<file path="src/rtl/order_ingress_if.sv">
// Order ingress bus: per-port upstream order streams
// plus the single downstream order-entry channel.
interface order_ingress_if #(
  parameter int NUM_PORTS = 4,
  parameter int DATA_W    = 64
);
  logic [NUM_PORTS*DATA_W-1:0] s_tdata;
  logic [NUM_PORTS-1:0]        s_tvalid;
  logic [NUM_PORTS-1:0]        s_tready;
  logic [DATA_W-1:0]           m_tdata;
  logic                        m_tvalid;
  logic                        m_tready;

  modport slave (
    input  s_tdata, s_tvalid, m_tready,
    output s_tready, m_tdata, m_tvalid
  );

  modport master (
    output s_tdata, s_tvalid, m_tready,
    input  s_tready, m_tdata, m_tvalid
  );
endinterface

</file>
<file path="src/rtl/order_ingress_arbiter.sv">
// Round-robin merge of order streams into the book,
// with a quiet gap after each order and zero-volume drop.
module order_ingress_arbiter #(
  parameter int NUM_PORTS  = 4,
  parameter int DATA_W     = 64,
  parameter int GAP_CYCLES = 2,
  parameter int CNT_W      = 16
) (
  input  logic                         clk,
  input  logic                         rst,
  order_ingress_if.slave               bus,
  output logic [$clog2(NUM_PORTS)-1:0] grant_id,
  output logic                         busy,
  output logic [CNT_W-1:0]             fwd_cnt,
  output logic [CNT_W-1:0]             drop_cnt
);
  localparam int IDW = $clog2(NUM_PORTS);

  typedef enum logic [1:0] {
    IDLE,
    OFFER,
    GAP
  } state_e;

  state_e             state_q, state_d;
  logic [IDW-1:0]     last_q, last_d;
  logic [IDW-1:0]     gid_q, gid_d;
  logic [DATA_W-1:0]  data_q, data_d;
  logic [3:0]         gap_q, gap_d;
  logic [CNT_W-1:0]   fwd_q, fwd_d;
  logic [CNT_W-1:0]   drop_q, drop_d;

  logic [IDW-1:0]     sel;
  logic [IDW-1:0]     idx;
  logic               found;
  logic [DATA_W-1:0]  word;

  function automatic logic [CNT_W-1:0] sat_inc(
    input logic [CNT_W-1:0] v
  );
    return (&v) ? v : v + CNT_W'(1);
  endfunction

  // first valid port after last grant, with wrap
  always_comb begin
    sel   = '0;
    idx   = '0;
    found = 1'b0;
    for (int k = 1; k <= NUM_PORTS; k++) begin
      idx = IDW'((int'(last_q) + k) % NUM_PORTS);
      if (!found && bus.s_tvalid[idx]) begin
        found = 1'b1;
        sel   = idx;
      end
    end
    word = bus.s_tdata[int'(sel)*DATA_W +: DATA_W];
  end

  // next state, upstream accept and counter updates
  always_comb begin
    state_d      = state_q;
    last_d       = last_q;
    gid_d        = gid_q;
    data_d       = data_q;
    gap_d        = gap_q;
    fwd_d        = fwd_q;
    drop_d       = drop_q;
    bus.s_tready = '0;
    unique case (state_q)
      IDLE: begin
        if (found && !rst) begin
          bus.s_tready[sel] = 1'b1;
          last_d = sel;
          if (word[31:0] == '0) begin
            drop_d = sat_inc(drop_q);
          end else begin
            data_d  = word;
            gid_d   = sel;
            state_d = OFFER;
          end
        end
      end
      OFFER: begin
        if (bus.m_tready) begin
          fwd_d = sat_inc(fwd_q);
          if (GAP_CYCLES > 0) begin
            gap_d   = 4'(GAP_CYCLES - 1);
            state_d = GAP;
          end else begin
            state_d = IDLE;
          end
        end
      end
      GAP: begin
        if (gap_q == '0) begin
          state_d = IDLE;
        end else begin
          gap_d = gap_q - 4'd1;
        end
      end
      default: state_d = IDLE;
    endcase
  end

  // state and datapath registers
  always_ff @(posedge clk) begin
    if (rst) begin
      state_q <= IDLE;
      last_q  <= IDW'(NUM_PORTS - 1);
      gid_q   <= '0;
      data_q  <= '0;
      gap_q   <= '0;
      fwd_q   <= '0;
      drop_q  <= '0;
    end else begin
      state_q <= state_d;
      last_q  <= last_d;
      gid_q   <= gid_d;
      data_q  <= data_d;
      gap_q   <= gap_d;
      fwd_q   <= fwd_d;
      drop_q  <= drop_d;
    end
  end

  assign bus.m_tdata  = data_q;
  assign bus.m_tvalid = (state_q == OFFER);
  assign grant_id     = gid_q;
  assign busy         = (state_q != IDLE);
  assign fwd_cnt      = fwd_q;
  assign drop_cnt     = drop_q;
endmodule

</file>
<file path="src/flat_wrapper.sv">
// flat-port wrapper written by rule: the top's interface ports become plain ports
module order_ingress_arbiter_flat 
#(
  parameter int NUM_PORTS  = 4,
  parameter int DATA_W     = 64,
  parameter int GAP_CYCLES = 2,
  parameter int CNT_W      = 16
)
  (clk, rst, grant_id, busy, fwd_cnt, drop_cnt, bus_s_tdata, bus_s_tvalid, bus_m_tready, bus_s_tready, bus_m_tdata, bus_m_tvalid);
  order_ingress_if #(.NUM_PORTS(NUM_PORTS), .DATA_W(DATA_W)) bus_i ();
  input  logic clk;
  input  logic rst;
  output logic [$clog2(NUM_PORTS)-1:0] grant_id;
  output logic busy;
  output logic [CNT_W-1:0] fwd_cnt;
  output logic [CNT_W-1:0] drop_cnt;
  input wire logic [$bits(bus_i.s_tdata)-1:0] bus_s_tdata;
  input wire logic [$bits(bus_i.s_tvalid)-1:0] bus_s_tvalid;
  input wire logic [$bits(bus_i.m_tready)-1:0] bus_m_tready;
  output wire logic [$bits(bus_i.s_tready)-1:0] bus_s_tready;
  output wire logic [$bits(bus_i.m_tdata)-1:0] bus_m_tdata;
  output wire logic [$bits(bus_i.m_tvalid)-1:0] bus_m_tvalid;
  assign bus_i.s_tdata = bus_s_tdata;
  assign bus_i.s_tvalid = bus_s_tvalid;
  assign bus_i.m_tready = bus_m_tready;
  assign bus_s_tready = bus_i.s_tready;
  assign bus_m_tdata = bus_i.m_tdata;
  assign bus_m_tvalid = bus_i.m_tvalid;
  order_ingress_arbiter #(.NUM_PORTS(NUM_PORTS), .DATA_W(DATA_W), .GAP_CYCLES(GAP_CYCLES), .CNT_W(CNT_W)) u_core (.clk(clk), .rst(rst), .bus(bus_i), .grant_id(grant_id), .busy(busy), .fwd_cnt(fwd_cnt), .drop_cnt(drop_cnt));
endmodule
</file>
<file path="config.mk">
export PLATFORM = sky130hd
export DESIGN_NAME = order_ingress_arbiter_flat
export DESIGN_NICKNAME = d
export VERILOG_FILES = /design/src/rtl/order_ingress_if.sv /design/src/rtl/order_ingress_arbiter.sv /design/src/flat_wrapper.sv
export SDC_FILE = /design/constraint.sdc
export NUM_CORES = 1
export LEC_CHECK = 0
export CORE_AREA = 2 2 141 143
export DETAILED_ROUTE_END_ITERATION = 8
export DIE_AREA = 0 0 143 145
export GPL_TIMING_DRIVEN = 0
export HOLD_SLACK_MARGIN = 0.06
export PLACE_DENSITY = 0.73
export SYNTH_ARGS = -nofsm -noshare
export SYNTH_HDL_FRONTEND = slang
export SYNTH_SLANG_ARGS = --single-unit
</file>
<file path="constraint.sdc">
create_clock -name clk -period 3.5 [get_ports clk]
set_input_delay 0.7 -clock clk [delete_from_list [all_inputs] [get_ports clk]]
set_output_delay 0.7 -clock clk [all_outputs]
set_load 0.005 [all_outputs]
</file>
Word level (Yosys, flattened, before mapping)
Cells that the tools add are included.

Flip-flop bits (word level): 106. Input port bits: 263.

Add/sub/neg operators: 7. $lt $le $gt $ge: 6. Equality and inequality tests: 7. Shift-type cells: 1. Muxes and demuxes: 28. Bitwise operators: 3. Reduce and logical (&&, ||, !) cells: 22.

Operators with widths (count): indexed part select 256 x 9 -> 64 bit (1); adder 16 x 1 -> 16 bit (second input constant) (2); zero test 32 bit (1); AND reduction 16 bit (2); two-way mux 2 bit (8); two-way mux 4 bit (4); < comparator 2 x 3 -> 1 bit (second input constant) (5); two-way mux 1 bit (9); AND reduction 3 bit (3); binary-select mux 1 bit (select 2 bit) (4); case mux 4 bit (2 select lines) (1); AND reduction 4 bit (2); inequality test 2 bit (second input constant) (3); case mux 2 bit (3 select lines) (1); logical AND 1 bit (5); adder 2 x 1 -> 2 bit (second input constant) (2); adder 2 bit (second input constant) (2); zero test 1 bit (4); zero test 4 bit (1); inequality test 2 x 1 -> 1 bit (second input constant) (2); nonzero test 2 bit (2); subtractor 4 x 1 -> 4 bit (second input constant) (1); NOT 1 bit (3); demux 1 bit (select 2 bit) (1); other kinds (5) (5).

Logic depth before layout (Yosys ltp)
Depth after elaboration: 19. Mapped depth: 15.

Least setup slack after synthesis
No wires, ideal clock.

Path kind: in2reg. Start: input port bus_s_tvalid[3]. End: register u_core.drop_q[8] (netlist: u_core.drop_cnt[8]). Setup time: 0.123 ns. Arrival: 3.043 ns. Data required time: 3.377 ns. Slack: 0.334 ns. Cell stages on the path: 11. Buffers on the path: 2. Cells stage by stage: and3b_1 o32a_1 buf_6 buf_6 a31oi_1 a32oi_1 nor4_1 nand4_2 nor3_4 nand4_1 mux2_1.

Cells in the longest elaborated chain, start to end: 15. Elaborated cells on any way between the ends: 26. Those cells by class: shift (1); mux (16); reduce/logical (9).

Ends and longest elaborated chain: start, declared (line flat_wrapper.sv:18) `input wire logic [$bits(bus_i.s_tvalid)-1:0] bus_s_tvalid;`; binary-select mux 1 bit (select 2 bit) (line order_ingress_arbiter.sv:51) `if (!found && bus.s_tvalid[idx]) begin`; two-way mux 1 bit (implied by the code) (line order_ingress_arbiter.sv:51); two-way mux 1 bit (line order_ingress_arbiter.sv:51); zero test 1 bit (line order_ingress_arbiter.sv:51); logical AND 1 bit (line order_ingress_arbiter.sv:51); two-way mux 1 bit (line order_ingress_arbiter.sv:51); zero test 1 bit (line order_ingress_arbiter.sv:51); logical AND 1 bit (line order_ingress_arbiter.sv:51); two-way mux 1 bit (line order_ingress_arbiter.sv:51); zero test 1 bit (line order_ingress_arbiter.sv:51); logical AND 1 bit (line order_ingress_arbiter.sv:51); two-way mux 2 bit (line order_ingress_arbiter.sv:51); indexed part select 256 x 9 -> 64 bit (line order_ingress_arbiter.sv:56) `word = bus.s_tdata[int'(sel)*DATA_W +: DATA_W];`; zero test 32 bit (line order_ingress_arbiter.sv:74) `if (word[31:0] == '0) begin`; AND reduction 4 bit (no line) (*); end signal, assigned (line order_ingress_arbiter.sv:122) `drop_q <= drop_d;`; end, declared (line order_ingress_arbiter.sv:31) `logic [CNT_W-1:0] drop_q, drop_d;`.

Mark *: on every way between the ends. The rest lies on a longest branch, timed or not. The select of a mux whose other input is x is not followed. A chain may end at the register's enable or synchronous reset.

Final worst setup path
Start: input port bus_s_tvalid[2]. End: output port bus_s_tready[2].

Cells in the longest elaborated chain, start to end: 18. Elaborated cells on any way between the ends: 30. Those cells by class: order compare (2); mux (20); reduce/logical (8).

Ends and longest elaborated chain: binary-select mux 1 bit (select 2 bit) (line order_ingress_arbiter.sv:51); two-way mux 1 bit (implied by the code) (line order_ingress_arbiter.sv:51); two-way mux 1 bit (line order_ingress_arbiter.sv:51); zero test 1 bit (line order_ingress_arbiter.sv:51); logical AND 1 bit (line order_ingress_arbiter.sv:51); two-way mux 1 bit (line order_ingress_arbiter.sv:51); zero test 1 bit (line order_ingress_arbiter.sv:51); logical AND 1 bit (line order_ingress_arbiter.sv:51); (+2 left out); logical AND 1 bit (line order_ingress_arbiter.sv:51); two-way mux 2 bit (line order_ingress_arbiter.sv:51); < comparator 2 x 3 -> 1 bit (implied by the code) or greater-or-equal comparator 2 x 1 -> 1 bit (tied branches) (line order_ingress_arbiter.sv:72) `bus.s_tready[sel] = 1'b1;`; logical AND 1 bit (implied by the code) (line order_ingress_arbiter.sv:72); two-way mux 1 bit (implied by the code) (line order_ingress_arbiter.sv:72); demux 1 bit (select 2 bit); two-way mux 4 bit (*) (line order_ingress_arbiter.sv:71) `if (found && !rst) begin`; two-way mux 4 bit (*) (line order_ingress_arbiter.sv:69) `unique case (state_q)`; end, declared (line flat_wrapper.sv:20) `output wire logic [$bits(bus_i.s_tready)-1:0] bus_s_tready;`.

Marks and branches as above.

==> run summary <==
Cells after Synth - 850
Count leader, synth - nand2_1
Residual DRC - 0
Placer Congestion - 0.973
Die W - 143 um
I/O Pins - 367
Register area - 0.00212 mm2
Site Rows - 51
Relative slew margins - 0.511
Yosys warns - 0
Vias in the first global route - 7,918
Lkg Pwr - 4.33 nW
Finished Cell Area - 0.0115 mm2
DIE HEIGHT - 145 um
CP Data Required Time - 2.80 ns
Antenna violations before repair - 0
Period utilization - 0.968
Top-area cell type share of the netlist area - 0.325
Synth area leader - dfxtp_1
CTS tree - done
Antenna Nets Post-Route - 0
WHS Endpoint - u_core.bus.m_tdata[37]
Initial Util - 0.340
Hold crit path type - reg2reg
NumNets Final - 1,509
Final hold vios - 0
WP data arrival - 2.69 ns
DR pass1 iterations - 5
Footprint of the multi-input gates - 0.00429 mm2
Post-synth EDFFs - 0
Top cells by count, synth - nand2_1, dfxtp_1, nor2_1
Clock sinks - 106
Clk_lat worst skew - 0.36 ns
Htree depth - 3
Worst-path clk slew - 0.07 ns
First-pass GRT wire length - 46,700 um
Clock tree buffer depth - 2
Layout area overhead - 75.7%
Die area - 0.0207 mm2
FF-to-FF path depth - 14
CP peak stage delay - 0.74 ns
Tot Pwr - 4.34 mW
N_diodes - 0
Crit path kind - in2out
Startpoint types - primary input
Post-Syn Area - 0.00653 mm2
Most frequent CP cell - nor2_1
Endpoints failing setup - 0
Peak supply drop - 244 uV
Worst slew pin tran - 0.726 ns
Unrepaired setup endpoints after global routing - no
Total Routing Usage GR - 0.292
Most used DFF post-synth - dfxtp_1
Via-to-Cell Ratio - 5.58
Seq cells post-synth - 106
Slowest CP cell - o41ai_2
Hold Crit Depth - 2
Layout Skew - 0.0112 ns
Area after DPL - 0.0105 mm2
Unique masters post-synth - 52
Share of post-route cells with drive strength above 1 - 0.113
Status - completed
Routed Wire Length - 32,100 um
Synth top area cells - dfxtp_1, nand2_1, mux2i_1
Fillcell total - 1,774
Largest net degree at the start of global routing - 23
Clock Tree Root - clkbuf_16
Number of buffers created by CTS - 9
Tmin final - 3.39 ns
RR Startpoint - u_core.last_q[0]
Seq/Total Area, Yosys - 0.325
Syn_area_per_cell - 7.68 um2
GRT overflow - 0
Drt initial violations - 539
Crit. End Element - primary output
Reg-to-Reg End - u_core.bus.m_tdata[48]
Crit path max fanout - 6
CP Cell Sequence - dlygate4sd2_1 -> o41ai_2 -> nor2_1 -> nand2_1 -> nor2_1 -> clkdlybuf4s50_1
Final Max Tran Viols - 0
MaxCap Viol Count - 0
Routed WL per cell - 21.2 um
R2R setup slack - 0.19 ns
Asr flop ratio synth - 0
Vias - 8,446
Syn_nets - 1,116
Fmax - 295 MHz
Number of hold buffers added after cts - 0
# port buffers - 366
Core ar. - 0.0192 mm2
Beginning of the worst hold path - u_core.bus.m_tdata[37]
Pwr Density - 379 mW/mm2
DP HPWL - 24,600 um
## critical path, delay by kind of cell
kind	cells	cell delay, ns
AO/OA/AOI/OAI	1	0.74
buffers and inverters	2	0.76
AND/OR/NAND/NOR	3	0.48
## report_power, final
part	switching [mW]	internal (mW)	total (mW)
registers	0.0574	1.31	1.36
clock network	0.538	0.517	1.06
logic	0.982	0.940	1.92
total	1.58	2.76	4.34
## layout make-up
type	instances	share of cell area
buffer	83	0.0483
clock buffer	9	0.0196
clock inverter	7	0.00775
inverter	13	0.00426
multi-input combinational	647	0.374
sequential	106	0.185
tap	265	0.0289
timing repair buffer	383	0.332
## state kept, by name, indices dropped and copies added, names as in the netlist
signal              flops
u_core.bus.m_tdata     64
u_core.drop_cnt        16
u_core.fwd_cnt         16
u_core.gap_q            4
u_core.grant_id         2
u_core.last_q           2
u_core.state_q          2
## kinds of logic (layout without fill, tap and decap cells)
logic type,after synthesis,after routing,synth area share
xor+xnor,19,19,0.0255
flops,106,106,0.325
mux,42,42,0.0652
fa+ha+maj,3,3,0.00575
buf+inv,97,495,0.0690
compound gates,261,261,0.273
simple gates,322,322,0.236
## timing repair
action,CTS,global route
cloned,0,2
resized for setup,89,81
pin swaps,8,13
setup buffers,9,6
endpoints found under the setup margin,87,86
## worst max-delay path by stage
stage / from / endpoint / slack (ns) / depth (start not counted)
2_1_floorplan: bus_s_tvalid[3] / u_core.drop_cnt[8] / 0.33 / 11
3_3_place_gp: bus_s_tvalid[3] / u_core.bus.m_tdata[57] / -1.22 / 14
3_5_place_dp: bus_s_tvalid[3] / u_core.bus.m_tdata[48] / -1.23 / 14
4_1_cts: bus_s_tvalid[3] / u_core.bus.m_tdata[48] / 0.01 / 15
5_1_grt: bus_s_tvalid[2] / bus_s_tready[3] / 0.03 / 6
6_report: bus_s_tvalid[2] / bus_s_tready[2] / 0.11 / 6
## routing by layer
metal	up-vias	share of wire	track usage
met5	-	0	0
met4	0	0.038	0.127
met3	81	0.082	0.0653
met2	414	0.46	0.469
met1	4007	0.42	0.374
li1	3944	-	-
## stage by stage
stage                     hold slack, ns  setup TNS (ns)   util  setup slack, ns  instances
final                              0.456               0  0.597            0.112       1513
after global placement             0.443          -94.01  0.548            -1.22       1481
after detailed placement           0.446          -96.28  0.548            -1.23       1481
after CTS                          0.457               0  0.584           0.0149       1505
after global routing               0.476               0  0.597           0.0344       1513
after floorplan                    0.453               0      -            0.334        850
## layout by cell type, fill, tap and decap left out, types with 11 or more instances in the layout
cell type,instances
a31oi_1,32
a21oi_1,41
inv_1,13
buf_4,20
buf_6,11
nand2_1,110
nand3_1,45
mux2i_1,37
and3_1,42
o21ai_0,44
xor2_1,14
clkdlybuf4s50_1,362
clkbuf_2,22
nor2_1,68
a211oi_1,34
clkbuf_1,33
dfxtp_1,106
a32oi_2,24
a311o_1,32
o21ai_1,18
Note: power is estimated with default switching activity, not from simulation.
